### src/rtl/hpdcache_rsp_demux_buf_pkg.sv
// rtl/hpdcache_rsp_demux_buf_pkg.sv - slot depth constants and occupancy helper for the response demux buffer
package hpdcache_rsp_demux_buf_pkg;

  // Every destination slot holds at most two responses.
  localparam int unsigned SLOT_DEPTH = 2;
  localparam logic [1:0]  SLOT_FULL  = 2'd2;

  // A slot can take a new entry unless it already holds SLOT_DEPTH entries.
  function automatic logic slot_has_room(input logic [1:0] count);
    return count != SLOT_FULL;
  endfunction

endpackage

### src/rtl/hpdcache_rsp_demux_slot.sv
// rtl/hpdcache_rsp_demux_slot.sv - two-entry FIFO slot holding responses for one destination
module hpdcache_rsp_demux_slot
  import hpdcache_rsp_demux_buf_pkg::*;
#(
  parameter int unsigned DATA_WIDTH = 64
) (
  input  logic                  clk_i,
  input  logic                  rst_ni,
  input  logic                  push_i,
  input  logic                  pop_i,
  input  logic [DATA_WIDTH-1:0] data_i,
  output logic                  valid_o,
  output logic [DATA_WIDTH-1:0] head_o,
  output logic [1:0]            count_o
);

  logic [SLOT_DEPTH-1:0][DATA_WIDTH-1:0] mem_q;
  logic                                  wr_ptr_q;
  logic                                  rd_ptr_q;
  logic [1:0]                            count_q;
  logic                                  do_push;
  logic                                  do_pop;

  // A full slot never takes a push and an empty slot never pops.
  assign do_push = push_i && slot_has_room(count_q);
  assign do_pop  = pop_i && (count_q != 2'd0);

  // Storage, pointers and occupancy; a push and pop together leave the count unchanged.
  always_ff @(posedge clk_i or negedge rst_ni) begin
    if (!rst_ni) begin
      mem_q    <= '0;
      wr_ptr_q <= 1'b0;
      rd_ptr_q <= 1'b0;
      count_q  <= 2'd0;
    end else begin
      if (do_push) begin
        mem_q[wr_ptr_q] <= data_i;
        wr_ptr_q        <= ~wr_ptr_q;
      end
      if (do_pop) begin
        rd_ptr_q <= ~rd_ptr_q;
      end
      case ({do_push, do_pop})
        2'b10:   count_q <= count_q + 2'd1;
        2'b01:   count_q <= count_q - 2'd1;
        default: count_q <= count_q;
      endcase
    end
  end

  // Head is forced to zero when the slot is empty so stale data never leaks out.
  assign valid_o = (count_q != 2'd0);
  assign head_o  = valid_o ? mem_q[rd_ptr_q] : '0;
  assign count_o = count_q;

endmodule

### src/rtl/hpdcache_rsp_demux_buf.sv
// rtl/hpdcache_rsp_demux_buf.sv - buffered response demux, one 2-entry slot per destination; optional err_o under HPDCACHE_RSP_DEMUX_ERR_EN
module hpdcache_rsp_demux_buf
  import hpdcache_rsp_demux_buf_pkg::*;
#(
  parameter  int unsigned NOUTPUT    = 2,
  parameter  int unsigned DATA_WIDTH = 64,
  localparam int unsigned SEL_WIDTH  = $clog2(NOUTPUT)
) (
  input  logic                                 clk_i,
  input  logic                                 rst_ni,
  input  logic                                 valid_i,
  output logic                                 ready_o,
  input  logic [SEL_WIDTH-1:0]                 sel_i,
  input  logic [DATA_WIDTH-1:0]                data_i,
  output logic [NOUTPUT-1:0]                   valid_o,
  input  logic [NOUTPUT-1:0]                   ready_i,
  output logic [NOUTPUT-1:0][DATA_WIDTH-1:0]   data_o
`ifdef HPDCACHE_RSP_DEMUX_ERR_EN
  ,
  output logic                                 err_o
`endif
);

  typedef logic [SEL_WIDTH-1:0]  sel_t;
  typedef logic [DATA_WIDTH-1:0] payload_t;

  logic [NOUTPUT-1:0] sel_hit;
  logic [NOUTPUT-1:0] full;
  logic [NOUTPUT-1:0] push;
  logic [NOUTPUT-1:0] pop;
  logic [1:0]         count [NOUTPUT];
  payload_t           push_data;

  // One-hot decode of the selector; out-of-range selectors hit no slot.
  always_comb begin
    sel_hit = '0;
    for (int unsigned k = 0; k < NOUTPUT; k++) begin
      sel_hit[k] = (sel_i == sel_t'(k));
    end
  end

  // Ready looks only at the target slot's occupancy, never at downstream ready.
  assign ready_o   = ~|(sel_hit & full);
  assign push      = {NOUTPUT{valid_i}} & sel_hit & ~full;
  assign pop       = valid_o & ready_i;
  assign push_data = data_i;

  for (genvar k = 0; k < NOUTPUT; k++) begin : g_slot
    assign full[k] = !slot_has_room(count[k]);

    hpdcache_rsp_demux_slot #(
      .DATA_WIDTH (DATA_WIDTH)
    ) u_slot (
      .clk_i   (clk_i),
      .rst_ni  (rst_ni),
      .push_i  (push[k]),
      .pop_i   (pop[k]),
      .data_i  (push_data),
      .valid_o (valid_o[k]),
      .head_o  (data_o[k]),
      .count_o (count[k])
    );
  end

`ifdef HPDCACHE_RSP_DEMUX_ERR_EN
  logic in_range;
  logic err_q;

  assign in_range = |sel_hit;

  // Sticky flag: set by any accepted out-of-range transaction, cleared only by reset.
  always_ff @(posedge clk_i or negedge rst_ni) begin
    if (!rst_ni) begin
      err_q <= 1'b0;
    end else if (valid_i && ready_o && !in_range) begin
      err_q <= 1'b1;
    end
  end

  assign err_o = err_q;
`endif

endmodule

### config.mk
export PLATFORM = sky130hd
export DESIGN_NAME = hpdcache_rsp_demux_buf
export DESIGN_NICKNAME = d
export VERILOG_FILES = /design/src/rtl/hpdcache_rsp_demux_buf_pkg.sv /design/src/rtl/hpdcache_rsp_demux_slot.sv /design/src/rtl/hpdcache_rsp_demux_buf.sv
export SDC_FILE = /design/constraint.sdc
export NUM_CORES = 1
export LEC_CHECK = 0
export ABC_AREA = 1
export CORE_UTILIZATION = 40
export CTS_CLUSTER_SIZE = 40
export DETAILED_ROUTE_END_ITERATION = 10
export GPL_TIMING_DRIVEN = 0
export SLEW_MARGIN = 25
export SYNTH_ARGS = -nofsm -noshare
export SYNTH_HDL_FRONTEND = slang
export SYNTH_HIERARCHICAL = 1
export SYNTH_SLANG_ARGS = --single-unit
### constraint.sdc
create_clock -name clk_i -period 5 [get_ports clk_i]
set_clock_uncertainty 0.15 [all_clocks]
set_input_delay 1 -clock clk_i [delete_from_list [all_inputs] [get_ports clk_i]]
set_output_delay 1 -clock clk_i [all_outputs]
set_load 0.01 [all_outputs]
; After elaboration in Yosys (flattened, before gate mapping)
; Index checks and enable logic that the tools add are counted.
[totals]
register_bits = 264
output_inout_bits = 131
wordCells = 64
in_bits = 70
[classes]
eq_ne = 6
magnitude_cmp = 6
n_bitwise = 10
addsub = 4
reduce_logical = 14
muxes = 14
[ops]
columns = cell, count
row1 = $mux 64, 8
row2 = $bwmux 128, 2
row3 = $demux 64 s1, 2
row4 = $and 2x2->2, 4
row5 = $lt 1x2->1 const B, 4
row6 = $pmux 2 s2, 2
row7 = $reduce_bool 2->1, 4
row8 = $logic_and 1x1->1, 6
row9 = $not 1->1, 5
row10 = $add 2x1->2 const B, 2
row11 = $eq 2x1->1 const B, 2
row12 = $eq 2x2->1 const B, 2
row13 = $ne 2x2->1 const B, 2
row14 = $sub 2x1->2 const B, 2
row15 = $logic_not 1->1, 3
row16 = $ge 1x1->1 const B, 2
row17 = $not 2->2, 1
row18 = $reduce_or 2->1, 1

; Longest topological paths before layout
[logic_depth]
depth_word = 7
ltp_mapped = 14
mapped_depth_nobuf = 12

; Hierarchy
; Netlist, hierarchy kept.
[modules_own_cells]
columns = mod, seq_area_each_um2, instances, area_per_inst_um2, cells_each
row1 = hpdcache_rsp_demux_slot, 3303.2, 2, 6438.7, 812
row2 = hpdcache_rsp_demux_buf, 0.0, 1, 66.3, 16

; Worst setup path after synthesis
; Ideal clock, no wire load.
[synth_timing]
kind = input port to flip-flop
startpoint = in sel_i
endpoint = reg g_slot[0].u_slot.count_q[1]
path_stages = 11
arrival_ns = 2.093
required_ns = 4.733
setup_ns = 0.117
path_buffers = 2
path_slack_ns = 2.640
path_cell_list = inv_1 > nand2_1 > a21oi_2 > buf_2 > buf_2 > nand2_1 > ha_1 > inv_1 > nand3_1 > nand2_1 > nand2_1
[synth_via]
elab_chain_len = 6
word_cells_on_any_way = 8
cone_classes = eq/ne: 2 / mux: 1 / bitwise: 3 / reduce/logical: 2
[synth_rtl]
columns = item, line_no
row1 = start: declaration, hpdcache_rsp_demux_buf.sv:13  ; input logic [SEL_WIDTH-1:0] sel_i,
row2 = $not 1->1 (*), hpdcache_rsp_demux_buf.sv:38  ; sel_hit[k] = (sel_i == sel_t'(k));
row3 = $and 2x2->2 (*) (2 in series), hpdcache_rsp_demux_buf.sv:44  ; assign push = {NOUTPUT{valid_i}} & sel_hit & ~full;
row4 = via push[0], hpdcache_rsp_demux_buf.sv:29  ; logic [NOUTPUT-1:0] push;
row5 = $logic_and 1x1->1 (*), hpdcache_rsp_demux_slot.sv:25  ; assign do_push = push_i && slot_has_room(count_q);
row6 = $eq 2x1->1 or $eq 2x2->1 (tied branches), hpdcache_rsp_demux_slot.sv:43  ; case ({do_push, do_pop})
row7 = $pmux 2 s2 or $reduce_bool 2->1 (tied branches), n/a
row8 = end signal: assignment, hpdcache_rsp_demux_slot.sv:44  ; 2'b10: count_q <= count_q + 2'd1;
row9 = end signal: assignment, hpdcache_rsp_demux_slot.sv:45  ; 2'b01: count_q <= count_q - 2'd1;
row10 = end signal: assignment, hpdcache_rsp_demux_slot.sv:46  ; default: count_q <= count_q;
row11 = end: declaration, hpdcache_rsp_demux_slot.sv:20  ; logic [1:0] count_q;
; The timed path passes the listed nets; every way through them passes the cells marked *.
; A chain may end at the register's enable or synchronous reset.

==> results.cfg <==
[worst_setup_path]
critPathKind = register to output pin
worst_setup_path_end_kind = output pin
startpoint = g_slot[0].u_slot/rd_ptr_q
worstPathCellList = inv_1 > buf_4 > clkbuf_1 > nand2_1 > a21oi_1 > clkdlybuf4s50_1
critPathMaxStageDelay_ns = 0.59
worst_setup_path_start_kind = register
r2r-start = g_slot[0].u_slot/count_o[1]
arrival_ns = 2.68
critical_path.max_fanout = 10
crit_path_top_delay_cell = clkdlybuf4s50_1
critPathRequiredTime_ns = 3.85

[yosys]
ys_warn_count = 6
synth_area_um2 = 12900
synthDistinctLibCells = 18
syn-mean-instance-area_um2 = 7.89
synth_nets = 1712
ys_ff_latch = 264
syn_inst = 1640
yosysSeqAreaShare_pct = 51.0

[drt]
post_drt_wl_per_cell_um = 19.3
dr.pass1.iters = 6
routed_wl_um = 44300
drc = 0
drt-initial-drc-count = 1147
ant_nets = 0
num_vias = 12600
drt-vias-per-instance = 5.51

[run]
cap_violations = 0

[status]
status = completed

[sta]
max_slew_margin_pct = 57.9
hold_violations = 0
clock.fmax_mhz = 261
post-route-min-period_ns = 3.83
worstMarginPinSlew_ns = 0.632
slew_viol_final = 0
period_share_pct = 76.7
rsz0062_at_grt = false
tns_ns = 0
setup_viol = 0

[power_and_ir_drop]
switchingPower_mw = 4.95
swShare_pct = 41.8
p_comb_share_pct = 49.7
p_leak_nw = 8.14
internal_power_mw = 6.90
ir_drop_mv = 0.315
power.density_nw_per_um2 = 715
p_seq_share_pct = 30.8
p_clk_share_pct = 19.5

[cts]
cts_tree = done
cts_setup_buffers = 0
cts.clk_slew.worst_paths_ns = 0.06
cts-root-buf = clkbuf_16
clock_path_buffers = 3
insertion_delay_ns = 0.55
ctsHoldBuffers = 0
htreeDepth = 1
post_cts_resized = 0
cts_inserted_buffers = 30
clock_sinks = 264

[grt]
antenna_found_initial = 0
grt_max_degree = 91
grt_pass1_vias = 12400
gr-total-overflow = 0
grt_first_pass_wirelength_um = 70000
grt_use_total_pct = 27.0

[worst_hold_path]
hold_path_class = primary input to asynchronous set/reset pin

[floorplanning]
initial_utilization_pct = 40.8
fp-row-count = 65
core-area_um2 = 31700
die_x_um = 182
dieArea_um2 = 33100
die_y_um = 182
top_level_ports = 201

[cells_and_area]
drive_above_1_share_pct = 10.1
final_area_um2 = 16600
area_growth_pct = 28.0
final_common_cell = nand2_1
final_nets = 1947
antenna_cells = 0
mostFrequentLayoutCells = nand2_1 (795), dfrtp_1 (264), nand4_1 (258)

[placement]
io_buffer_count = 200
placed_area_um2 = 15500
dpl.hpwl_um = 30100
gp_congestion = 0.828
[routing by layer]
metal | GRT usage, % | vias to the layer above | wire [um]
met1 | 38.5 | 6132 | 20000
met2 | 43.2 | 485 | 20400
met5 | 0 | - | 0
li1 | - | 5947 | -
met4 | 8.40 | 0 | 1220
met3 | 2.95 | 83 | 2700
[area by class of cell]
type	instances	area (um^2)
Buffer	154	886
Clock buffer	40	870
Clock inverter	11	165
Fill cell	3090	15100
Inverter	21	78.8
Multi-Input combinational cell	1201	5370
Sequential cell	264	6610
Tap cell	402	503
Timing Repair Buffer	203	2090
[critical path, delay by kind of cell, from the launching register on]
family | cells | cell delay (ns)
compound gates | 1 | 0.26
buf+inv | 4 | 1.36
flops | 1 | 0.40
simple gates | 1 | 0.11
[logic make-up (layout without fill, tap and decap cells)]
| family | count (synthesis) | in the layout | share of synthesized area (%) |
|---|---|---|---|
| buffers and inverters | 175 | 429 | 7.45 |
| adder cells (fa/ha/maj) | 2 | 2 | 0.193 |
| AND/OR/NAND/NOR | 1065 | 1065 | 36.0 |
| AO/OA/AOI/OAI | 132 | 132 | 5.13 |
| XOR/XNOR | 2 | 2 | 0.135 |
| flip-flops | 264 | 264 | 51.0 |
[power by group through the flow]
stage,Clock [mW],Sequential (mW),Combinational (mW)
floorplan,0,3.53,3.25
detailed placement,0,3.66,5.85
CTS,2.34,3.64,5.88
global route,2.43,3.76,6.45
global placement,0,3.65,5.78
finish,2.31,3.65,5.88
[cells in the mapped netlist]
cell	instances	area (um^2)
a21oi_1	129	646
nand2_2	2	12.5
inv_1	19	71.3
dfrtp_1	264	6610
nand3_2	2	20.0
buf_6	10	113
inv_2	2	7.51
nand2_1	795	2980
a21oi_2	1	8.76
o21ai_0	2	10.0
xnor2_1	2	17.5
ha_1	2	25.0
nor2_1	4	15.0
clkbuf_1	22	82.6
buf_4	32	240
nand4_1	258	1610
buf_2	90	450
nand3_1	4	20.0
[metrics by stage]
step	utilization [%]	total power, mW	std cells	hold WS (ns)	worst slack, ns
finish	52.2	11.8	2296	0.159	1.17
global route	52.2	12.6	2296	0.159	0.962
CTS	52.2	11.9	2296	0.154	1.15
detailed placement	49.0	9.51	2245	0.308	1.51
global placement	48.7	9.43	2242	0.303	-9.13
floorplan	-	6.79	1640	0.292	2.64
[sequential cells by signal (all words and copies together), names as in the netlist]
name	flops
g_slot.u_slot/rd_ptr_q	2
g_slot.u_slot/wr_ptr_q	2
g_slot.u_slot/mem_q	256
g_slot.u_slot/count_o	4
[path summary, 6_finish.rpt]
path	endpoint	slack, ns	cells past startpoint
worst max-delay path	data_o[34]	1.17	6
worst min-delay path	g_slot[1].u_slot/mem_q[3]	0.16	1
worst max register to register	g_slot[0].u_slot/count_o[1]	2.25	13
worst min register to register	g_slot[0].u_slot/mem_q[24]	0.32	2
max in group asynchronous	g_slot[0].u_slot/mem_q[30]	3.35	3
min in group clk_i	g_slot[0].u_slot/mem_q[24]	0.32	2
(Power assumes the default switching activity.)
